--- config.mk ---
export PLATFORM = sky130hd
export DESIGN_NAME = booth_mult_scheduler
export DESIGN_NICKNAME = d
export VERILOG_FILES = /design/src/rtl/booth_mult_scheduler.sv
export SDC_FILE = /design/constraint.sdc
export NUM_CORES = 1
export LEC_CHECK = 0
export ABC_CLOCK_PERIOD_IN_PS = 10440
export BUFFER_PORTS_ARGS = -buffer_cell sky130_fd_sc_hd__buf_4
export CELL_PAD_IN_SITES_DETAIL_PLACEMENT = 0
export CELL_PAD_IN_SITES_GLOBAL_PLACEMENT = 1
export CORE_ASPECT_RATIO = 2
export CORE_MARGIN = 2
export CORE_UTILIZATION = 42
export DETAILED_ROUTE_END_ITERATION = 16
export GPL_ROUTABILITY_DRIVEN = 0
export GPL_TIMING_DRIVEN = 0
export PLACE_DENSITY_LB_ADDON = 0.1
export REMOVE_ABC_BUFFERS = 1
export SYNTH_ARGS = -nofsm -noshare
export SYNTH_HDL_FRONTEND = slang
export SYNTH_SLANG_ARGS = --single-unit
--- constraint.sdc ---
create_clock -name clk -period 10.44 [get_ports clk]
set_input_delay 2.088 -clock clk [delete_from_list [all_inputs] [get_ports clk]]
set_output_delay 2.088 -clock clk [all_outputs]
set_load 0.005 [all_outputs]
--- src/rtl/booth_mult_scheduler.sv ---
// booth_mult_scheduler: two-requester front end for a radix-2 Booth multiplier.
// One operand pair is multiplied at a time over WIDTH cycles. The result is
// held until the consumer takes it.
// Optional feature macro: BOOTH_SCHED_ROUND_ROBIN_EN. When it is defined, ties
// are broken round-robin. When it is undefined, requester 0 has fixed priority.
module booth_mult_scheduler #(
  parameter int WIDTH = 32
) (
  input  logic                 clk,
  input  logic                 rst_n,
  input  logic                 req0_valid,
  output logic                 req0_ready,
  input  logic [WIDTH-1:0]     req0_x,
  input  logic [WIDTH-1:0]     req0_y,
  input  logic                 req1_valid,
  output logic                 req1_ready,
  input  logic [WIDTH-1:0]     req1_x,
  input  logic [WIDTH-1:0]     req1_y,
  output logic                 res_valid,
  input  logic                 res_ready,
  output logic [2*WIDTH-1:0]   res_product,
  output logic                 res_id,
  output logic                 busy
);

  localparam int CW = $clog2(WIDTH + 1);

  typedef enum logic [1:0] {IDLE, RUN, DONE} state_t;

  state_t           state, state_nxt;
  logic [WIDTH:0]   a;        // one guard bit so a most-negative M cannot overflow
  logic [WIDTH-1:0] m;
  logic [WIDTH-1:0] q;
  logic             q_1;
  logic [CW-1:0]    count;
  logic             id;
  logic             grant;
  logic             accept;
  logic [WIDTH:0]   m_ext;
  logic [WIDTH:0]   a_sum;

`ifdef BOOTH_SCHED_ROUND_ROBIN_EN
  logic last_grant;

  // Round-robin tie break: the requester that did not win last time gets the grant.
  always_comb begin
    grant = 1'b0;
    if (req0_valid && req1_valid) grant = ~last_grant;
    else                          grant = ~req0_valid;
  end

  // Remember the winner of each accept. After reset, requester 0 wins the first tie.
  always_ff @(posedge clk or negedge rst_n) begin
    if (!rst_n)      last_grant <= 1'b1;
    else if (accept) last_grant <= grant;
  end
`else
  // Fixed priority: requester 0 wins whenever it is valid.
  always_comb begin
    grant = ~req0_valid;
  end
`endif

  assign req0_ready  = (state == IDLE) && req0_valid && !grant;
  assign req1_ready  = (state == IDLE) && req1_valid &&  grant;
  assign accept      = req0_ready | req1_ready;
  assign busy        = (state != IDLE);
  assign res_valid   = (state == DONE);
  assign res_product = {a[WIDTH-1:0], q};
  assign res_id      = id;
  assign m_ext       = {m[WIDTH-1], m};

  // Booth recoding of {Q[0], q_1}: 10 subtracts M, 01 adds M, otherwise A is kept.
  always_comb begin
    a_sum = a;
    case ({q[0], q_1})
      2'b10:   a_sum = a - m_ext;
      2'b01:   a_sum = a + m_ext;
      default: a_sum = a;
    endcase
  end

  // State register.
  always_ff @(posedge clk or negedge rst_n) begin
    if (!rst_n) state <= IDLE;
    else        state <= state_nxt;
  end

  // Next state: the last Booth step (count == 1) lands in DONE.
  always_comb begin
    state_nxt = state;
    case (state)
      IDLE:    if (accept) state_nxt = RUN;
      RUN:     if (count == CW'(1)) state_nxt = DONE;
      DONE:    if (res_ready) state_nxt = IDLE;
      default: state_nxt = IDLE;
    endcase
  end

  // Datapath: latch the operands on accept, then do one step and one arithmetic shift per RUN cycle.
  always_ff @(posedge clk or negedge rst_n) begin
    if (!rst_n) begin
      a     <= '0;
      m     <= '0;
      q     <= '0;
      q_1   <= 1'b0;
      count <= '0;
      id    <= 1'b0;
    end else if (state == IDLE) begin
      if (accept) begin
        m     <= grant ? req1_x : req0_x;
        q     <= grant ? req1_y : req0_y;
        a     <= '0;
        q_1   <= 1'b0;
        count <= CW'(WIDTH);
        id    <= grant;
      end
    end else if (state == RUN) begin
      a     <= {a_sum[WIDTH], a_sum[WIDTH:1]};
      q     <= {a_sum[0], q[WIDTH-1:1]};
      q_1   <= q[0];
      count <= count - CW'(1);
    end
  end

endmodule
==> results of run 1 <==
[stage by stage]
stage          util [%]  hold slack, ps  std cells
6_report           54.0             495       1279
5_1_grt            54.0             540       1279
4_1_cts            54.0             493       1279
3_5_place_dp       52.1             476       1263
3_3_place_gp       51.2             470       1257
2_1_floorplan         -             450        843
[critical path, stage by stage]
cell and delay (ps):
sky130_fd_sc_hd__buf_4 770, sky130_fd_sc_hd__and2_1 270, sky130_fd_sc_hd__buf_4 120
[layout by cell type (no fill, tap or decap), drive strengths merged, types with 4 or more instances in the layout]
cell and count:
o211ai 4, o21ai 128, clkbuf 11, inv 16
nand2 108, buf 207, xnor2 20, nor2b 4
nor3 12, a31oi 4, dfrtp 106, nand2b 5
nand4 9, a21oi 90, a21o 16, ha 36
nor4 11, mux2i 66, nand3 24, nor2 82
xor2 44, a22oi 14
[flip-flops by register name, summed over array words and instances, names as in the netlist]
name    count
res_id      1
q          32
state       2
m          32
q_1         1
count       6
a          32
[area by class of cell]
cell class | instances | area, um^2
Clock buffer | 11 | 243
Clock inverter | 5 | 86.3
Fill cell | 1757 | 8100
Inverter | 15 | 56.3
Multi-Input combinational cell | 722 | 4560
Sequential cell | 106 | 2650
Tap cell | 213 | 267
Timing Repair Buffer | 207 | 1650
[power groups by stage]
stage / sequential [uW] / combinational (uW) / clock [uW]
after global routing: 899 / 3050 / 406
after CTS: 862 / 2730 / 390
final: 861 / 2720 / 382
after detailed placement: 866 / 2710 / 0
after global placement: 864 / 2670 / 0
after floorplan: 825 / 1940 / 0
[routing by layer]
layer  global-route usage, %  up-vias  part of all wire (%)
met5                       0        -                     0
met4                    6.64        0                   1.7
met3                    2.72       13                   3.6
met2                    35.2      122                    50
met1                    27.6     3167                    44
li1                        -     3525                     -
[worst paths after layout]
| kind | to | cells after the start | slack [ps] | start |
|---|---|---|---|---|
| worst max-delay path | req0_ready | 3 | 4970 | req0_valid |
| worst min-delay path | m[24]$_DFFE_PN0P_ | 2 | 500 | m[24]$_DFFE_PN0P_ |
| worst max register to register | a[28]$_DFFE_PN0P_ | 13 | 5890 | q[0]$_DFFE_PN0P_ |
| worst min register to register | m[24]$_DFFE_PN0P_ | 2 | 500 | m[24]$_DFFE_PN0P_ |
| max in group asynchronous | count[3]$_DFFE_PN0P_ | 2 | 7980 | rst_n |
| min in group asynchronous | a[5]$_DFFE_PN0P_ | 1 | 1750 | rst_n |
[kinds of logic after synthesis]
kind of cell | after synthesis | synth area share, %
compound gates | 281 | 21.4
xor+xnor | 64 | 7.51
fa+ha+maj | 37 | 6.30
buf+inv | 72 | 3.72
flops | 106 | 35.5
mux | 68 | 9.15
simple gates | 272 | 16.4
==> impl_summary.txt, run 1 <==
----------------------------------------------------
[Clock tree]
  Count of H-tree levels built during CTS ... 3
  CTS tree ... done
  Hold bufs inserted after CTS ... 0
  Count of clock tree sinks ... 106
  Post-cts sizing count ... 0
  Skew-Pair Late Insertion Delay ... 360 ps
  CTS root buffer ... sky130_fd_sc_hd__clkbuf_16
  Clock Path Buffers ... 2
  Clock-pin transition on the worst setup and hold timing paths ... 70 ps
  Number of buffers added by the clock tree synthesis step ... 9
  Post-CTS repair timing setup buffer count ... 0

[Floorplan]
  Num ports ... between 200 and 250
  Number of rows in the core area ... 69
  Total die area ... between 15000 and 20000 um^2
  Core box area ... 17600 um^2
  Starting density of the core ... a little over two fifths
  Die Wd ... 98.3 um
  Height of the chip ... 193 um

[Routing]
  Post-DR vias/cell ... ~5.3
  Average routed wire per standard cell ... 15.8 um
  Post-route antenna net violation count ... 0
  DRC violation count after routing ... 0
  DRC marker count from the first detailed-route iteration ... 215
  Total wire length after detailed routing ... 20200 um
  Number of detailed-route iterations in the first pass ... 4
  Vias ... 6827

[Timing]
  RSZ-0062 raised after global routing ... false
  Final worst slack ... 4970 ps
  Relative slew slack ... between 20% and 30%
  Fraction of the cycle the final worst path needs ... 52.4%
  Max Clock Freq ... 183 MHz
  Clock period minus final worst setup slack ... 5470 ps
  Final Hold Fails ... 0
  Maximum clock skew at final layout ... about 6.7 ps
  Final-report max-slew violation count ... 0
  Setup TNS ... 0 ps
  Worst Max-Slew Pin Slew ... 1180 ps
  Final count of negative-setup-slack endpoints ... 0

[Min path]
  Path category of the worst min-delay check ... flop to flop

[Synthesis]
  Gate count of the mapped netlist ... 900
  Leading cell types by total area after synthesis ... sky130_fd_sc_hd__dfrtp_1 (36%), sky130_fd_sc_hd__mux2i_1 (8.8%), sky130_fd_sc_hd__o21ai_0 (8.4%)
  Share of Yosys cell area claimed by the top area cell type ... 35.5%
  Most instantiated library cell after synthesis ... sky130_fd_sc_hd__o21ai_0
  Count of different cell masters after synthesis ... between 50 and 60
  Asr flop ratio synth ... 100%
  Synth Area per Inst ... 8.30 um^2
  Predominant post-synthesis flop cell ... sky130_fd_sc_hd__dfrtp_1
  Sequential-to-total area share from yosys stat ... 35.5%
  Most numerous cell types in the synthesized netlist ... sky130_fd_sc_hd__o21ai_0 (125), sky130_fd_sc_hd__nand2_1 (108), sky130_fd_sc_hd__dfrtp_1 (106)
  EDFF count, synth ... 0
  Leading area contributor after synthesis ... sky130_fd_sc_hd__dfrtp_1
  #FFs+latches synth ... 106
  Yosys Warn Count ... 0
  Post-synthesis instance area ... approximately 7500 um^2

[Power]
  PwrDens ... 417 nW/um^2
  Internal portion of total power ... 2040 uW
  Net switching share of the total power ... 48.4%
  Share of power burned in the clock network ... under 10%
  Combinational share of power ... 68.6%
  Relative contribution of sequential cells to total power ... 21.7%
  P_leak ... 0.00445 uW
  Worst VDD drop ... between 0.1 and 0.15 mV
  P_sw ... 1920 uW
  Overall power of the completed layout ... 3960 uW

[Finish]
  Layout net count ... 1231
  Diode insertion count for antenna repair ... 0
  Design Area, Final ... approximately 9500 um^2
  Post-synthesis to final-layout area growth ... 27.4%
  Ratio of cells with drive above 1 in the final layout ... 22.3%

[Placed design]
  Setup slack at placement ... between 4000 and 5000 ps
  Input/output buffers ... 201
  Half-perimeter wire length of the detailed placement result ... 15000 um
  Area after DPL ... 9180 um^2

[Setup path]
  Worst Setup End Kind ... output pin
  Signal arrival time at the worst endpoint ... 3380 ps
  Data required time at the worst endpoint ... 8350 ps
  Critical Path Source Type ... input pin
  Highest fanout seen on the critical path ... 68
  Type of the worst setup path ... input pin to output pin

[Global route]
  Global-route wire length before repair ... 32000 um
  Pin count of the biggest net entering global routing ... 69
  Number of global-route vias before repair ... 6327
  Antenna violations before repair ... 0
  Overall routing resource usage ... a little over a fifth
  Remaining Overflow, GRT ... 0

[Run]
  Number of violations of the max-capacitance limit ... 0

[Run status]
  Result of the run ... complete, no violations

----------------------------------------------------
Power figures use the tool's default switching activity.
==> inputs of run 2 (changes only) <==
- ABC_CLOCK_PERIOD_IN_PS: 10440 -> 4600
- CORE_UTILIZATION: 42 -> 35
- clock period: 10.44 -> 4.6 ns (I/O delays scaled with it)
==> impl_summary.txt, run 2 (synthesized netlist as in run 1, its figures left out) <==
----------------------------------------------------
[Run status]
  Result of the run ... complete, no violations

[Finish]
  Top library cells by usage in the layout, fill and taps aside ... sky130_fd_sc_hd__buf_4 (200), sky130_fd_sc_hd__o21ai_0 (124), sky130_fd_sc_hd__nand2_1 (108)
  Largest registers ... a: 32 flops, m: 32 flops, q: 32 flops
  Most common library cell in the layout ignoring fill and taps ... sky130_fd_sc_hd__buf_4
  Number of filler instances in the final layout ... 2148 (+22%)
  Post-synthesis to final-layout area growth ... 29.3%
  Ratio of cells with drive above 1 in the final layout ... 22.8% (+0.43 points)
  Layout net count ... 1233 (+0.16%)
  Diode insertion count for antenna repair ... 0 (unchanged)

[Global route]
  Number of global-route vias before repair ... 6869 (+8.6%)
  Antenna violations before repair ... 0 (unchanged)
  Remaining Overflow, GRT ... 0 (unchanged)
  Pin count of the biggest net entering global routing ... 73 (+5.8%)
  Overall routing resource usage ... 20.3% (-0.50 points)
  Global-route wire length before repair ... 35800 um (+12%)

[Setup path]
  Type of the worst setup path ... flop to flop
  CP Cell Sequence ... inv_1 -> ha_2 -> mux2_2 -> ha_1 -> a21o_1 -> nand4_1 -> nand3_1 -> a31oi_1 -> o41ai_1 -> a22oi_1 -> o21ai_1 -> xnor2_1 -> o21ai_0
  Highest fanout seen on the critical path ... 33 (-51%)
  Worst Setup End Kind ... flop
  Signal arrival time at the worst endpoint ... 4640 ps (+1260 ps)
  Worst path buffer plus inverter count ... 1 (-1)
  Critical Path Source Type ... flop
  Dominant delay contributor by cell family on the critical path ... compound AO/OA/AOI/OAI gates
  Data required time at the worst endpoint ... 4820 ps (-3530 ps)
  Setup slack, reg-to-reg ... 180 ps (-5710 ps)
  Cell type of the slowest stage on the worst timing path ... sky130_fd_sc_hd__o41ai_1
  FF-to-FF Start ... q[0]$_DFFE_PN0P_
  Terminus of the critical flop-to-flop path ... a[28]$_DFFE_PN0P_
  Crit path largest cell delay ... 880 ps (+110 ps)
  Register-to-Register Path Depth ... 13 (unchanged)

[Clock tree]
  Clock Path Buffers ... 2 (unchanged)
  Skew-Pair Late Insertion Delay ... 360 ps (about the same)
  Count of clock tree sinks ... 106 (unchanged)
  Hold bufs inserted after CTS ... 0 (unchanged)
  CTS tree ... done
  Clock-pin transition on the worst setup and hold timing paths ... 80 ps (about the same)
  Number of buffers added by the clock tree synthesis step ... 9 (unchanged)
  CTS root buffer ... sky130_fd_sc_hd__clkbuf_16
  Count of H-tree levels built during CTS ... 3 (unchanged)

[Routing]
  DRC marker count from the first detailed-route iteration ... 240 (+12%)
  Total wire length after detailed routing ... 22800 um (+13%)
  Number of detailed-route iterations in the first pass ... 4 (unchanged)
  Average routed wire per standard cell ... 17.1 um (+7.8%)
  Post-route antenna net violation count ... 0 (unchanged)
  Post-DR vias/cell ... 5.19 (-2.8%)
  Vias ... 6935 (+1.6%)
  DRC violation count after routing ... 0 (unchanged)

[Timing]
  Relative slew slack ... 23.7% (+2.6 points)
  Final Hold Fails ... 0 (unchanged)
  Clock period minus final worst setup slack ... 4420 ps
  Fraction of the cycle the final worst path needs ... 96.2%
  Max Clock Freq ... 226 MHz
  Maximum clock skew at final layout ... 12.5 ps (+5.77 ps)
  Final-report max-slew violation count ... 0 (unchanged)
  Worst Max-Slew Pin Slew ... 1140 ps (-39.2 ps)
  Final count of negative-setup-slack endpoints ... 0 (unchanged)
  Fin Hold WS ... 453 ps (-42.1 ps)
  RSZ-0062 raised after global routing ... false

[Floorplan]
  Starting density of the core ... 35.7% (-6.7 points)
  Core box area ... 20900 um^2 (+19%)
  Number of rows in the core area ... 75 (+8.7%)
  Num ports ... 202 (unchanged)
  Total die area ... 22600 um^2 (+19%)
  Height of the chip ... 211 um (+9.3%)
  Die Wd ... 107 um (+9.2%)

[Placed design]
  Half-perimeter wire length of the detailed placement result ... 17600 um (+17%)
  Input/output buffers ... 201 (unchanged)

[Power]
  P_leak ... 0.00449 uW (+0.89%)
  Worst VDD drop ... 0.346 mV (+140%)
  PwrDens ... 944 nW/um^2 (+130%)
  Overall power of the completed layout ... 9120 uW (+130%)

[Run]
  Number of violations of the max-capacitance limit ... 0 (unchanged)

[Min path]
  Path category of the worst min-delay check ... input pin to async pin

----------------------------------------------------
run 2: cell types whose count changed in the layout (fill, tap and decap cells not counted), sizes merged:
cell      delta
clkinvlp     -2
clkbuf       +2
buf          +2
bufinv       -1
clkinv       +1
run 2: where the power goes:
part	leakage, uW	internal [uW]	switching (uW)
registers	0.00129	1440	535
clock network	0.000156	470	373
logic	0.00304	2760	3540
run 2: cell type report:
type | count | area (um^2) | area share (%)
inverter | 15 | 56.3 | 0.583
timing repair buffer | 209 | 1720 | 17.8
sequential | 106 | 2650 | 27.5
tap | 269 | 337 | 3.48
clock buffer | 13 | 270 | 2.80
clock inverter | 3 | 43.8 | 0.453
multi-input combinational | 722 | 4580 | 47.4
run 2: worst max-delay path by stage:
stage,start,to,slack [ps],cells past startpoint
finish,q[0]$_DFFE_PN0P_,a[28]$_DFFE_PN0P_,180,13
global route,q[0]$_DFFE_PN0P_,a[28]$_DFFE_PN0P_,20,13
CTS,m[0]$_DFFE_PN0P_,a[31]$_DFFE_PN0P_,8,15
detailed placement,q[0]$_DFFE_PN0P_,a[28]$_DFFE_PN0P_,-170,13
global placement,req0_valid,m[15]$_DFFE_PN0P_,-6530,3
floorplan,req0_valid,m[0]$_DFFE_PN0P_,-1940,2
run 2: metal layers:
metal | share of wire, % | up-vias | global-route usage [%]
met5 | 0 | - | 0
met4 | 2.8 | 0 | 7.43
met3 | 3.2 | 32 | 2.35
met2 | 55 | 155 | 38.4
met1 | 39 | 3225 | 22.8
li1 | - | 3523 | -
run 2: repair_timing:
action	CTS	global route
setup endpoints to repair	6	2
pin swaps	0	0
setup buffers	0	0
gates resized for setup	2	1
run 2: through the flow:
step | util, % | setup WS, ps | std cells | cell area [um^2] | setup TNS [ps]
final | 46.2 | 177 | 1337 | 9660 | 0
after global routing | 46.2 | 17.9 | 1337 | 9660 | 0
after detailed placement | 44.6 | -166 | 1321 | 9330 | -493
after global placement | 43.4 | -6530 | 1313 | 9090 | -469560
after floorplan | - | -1940 | 843 | 7250 | -126260
after CTS | 46.1 | 8.34 | 1337 | 9650 | 0
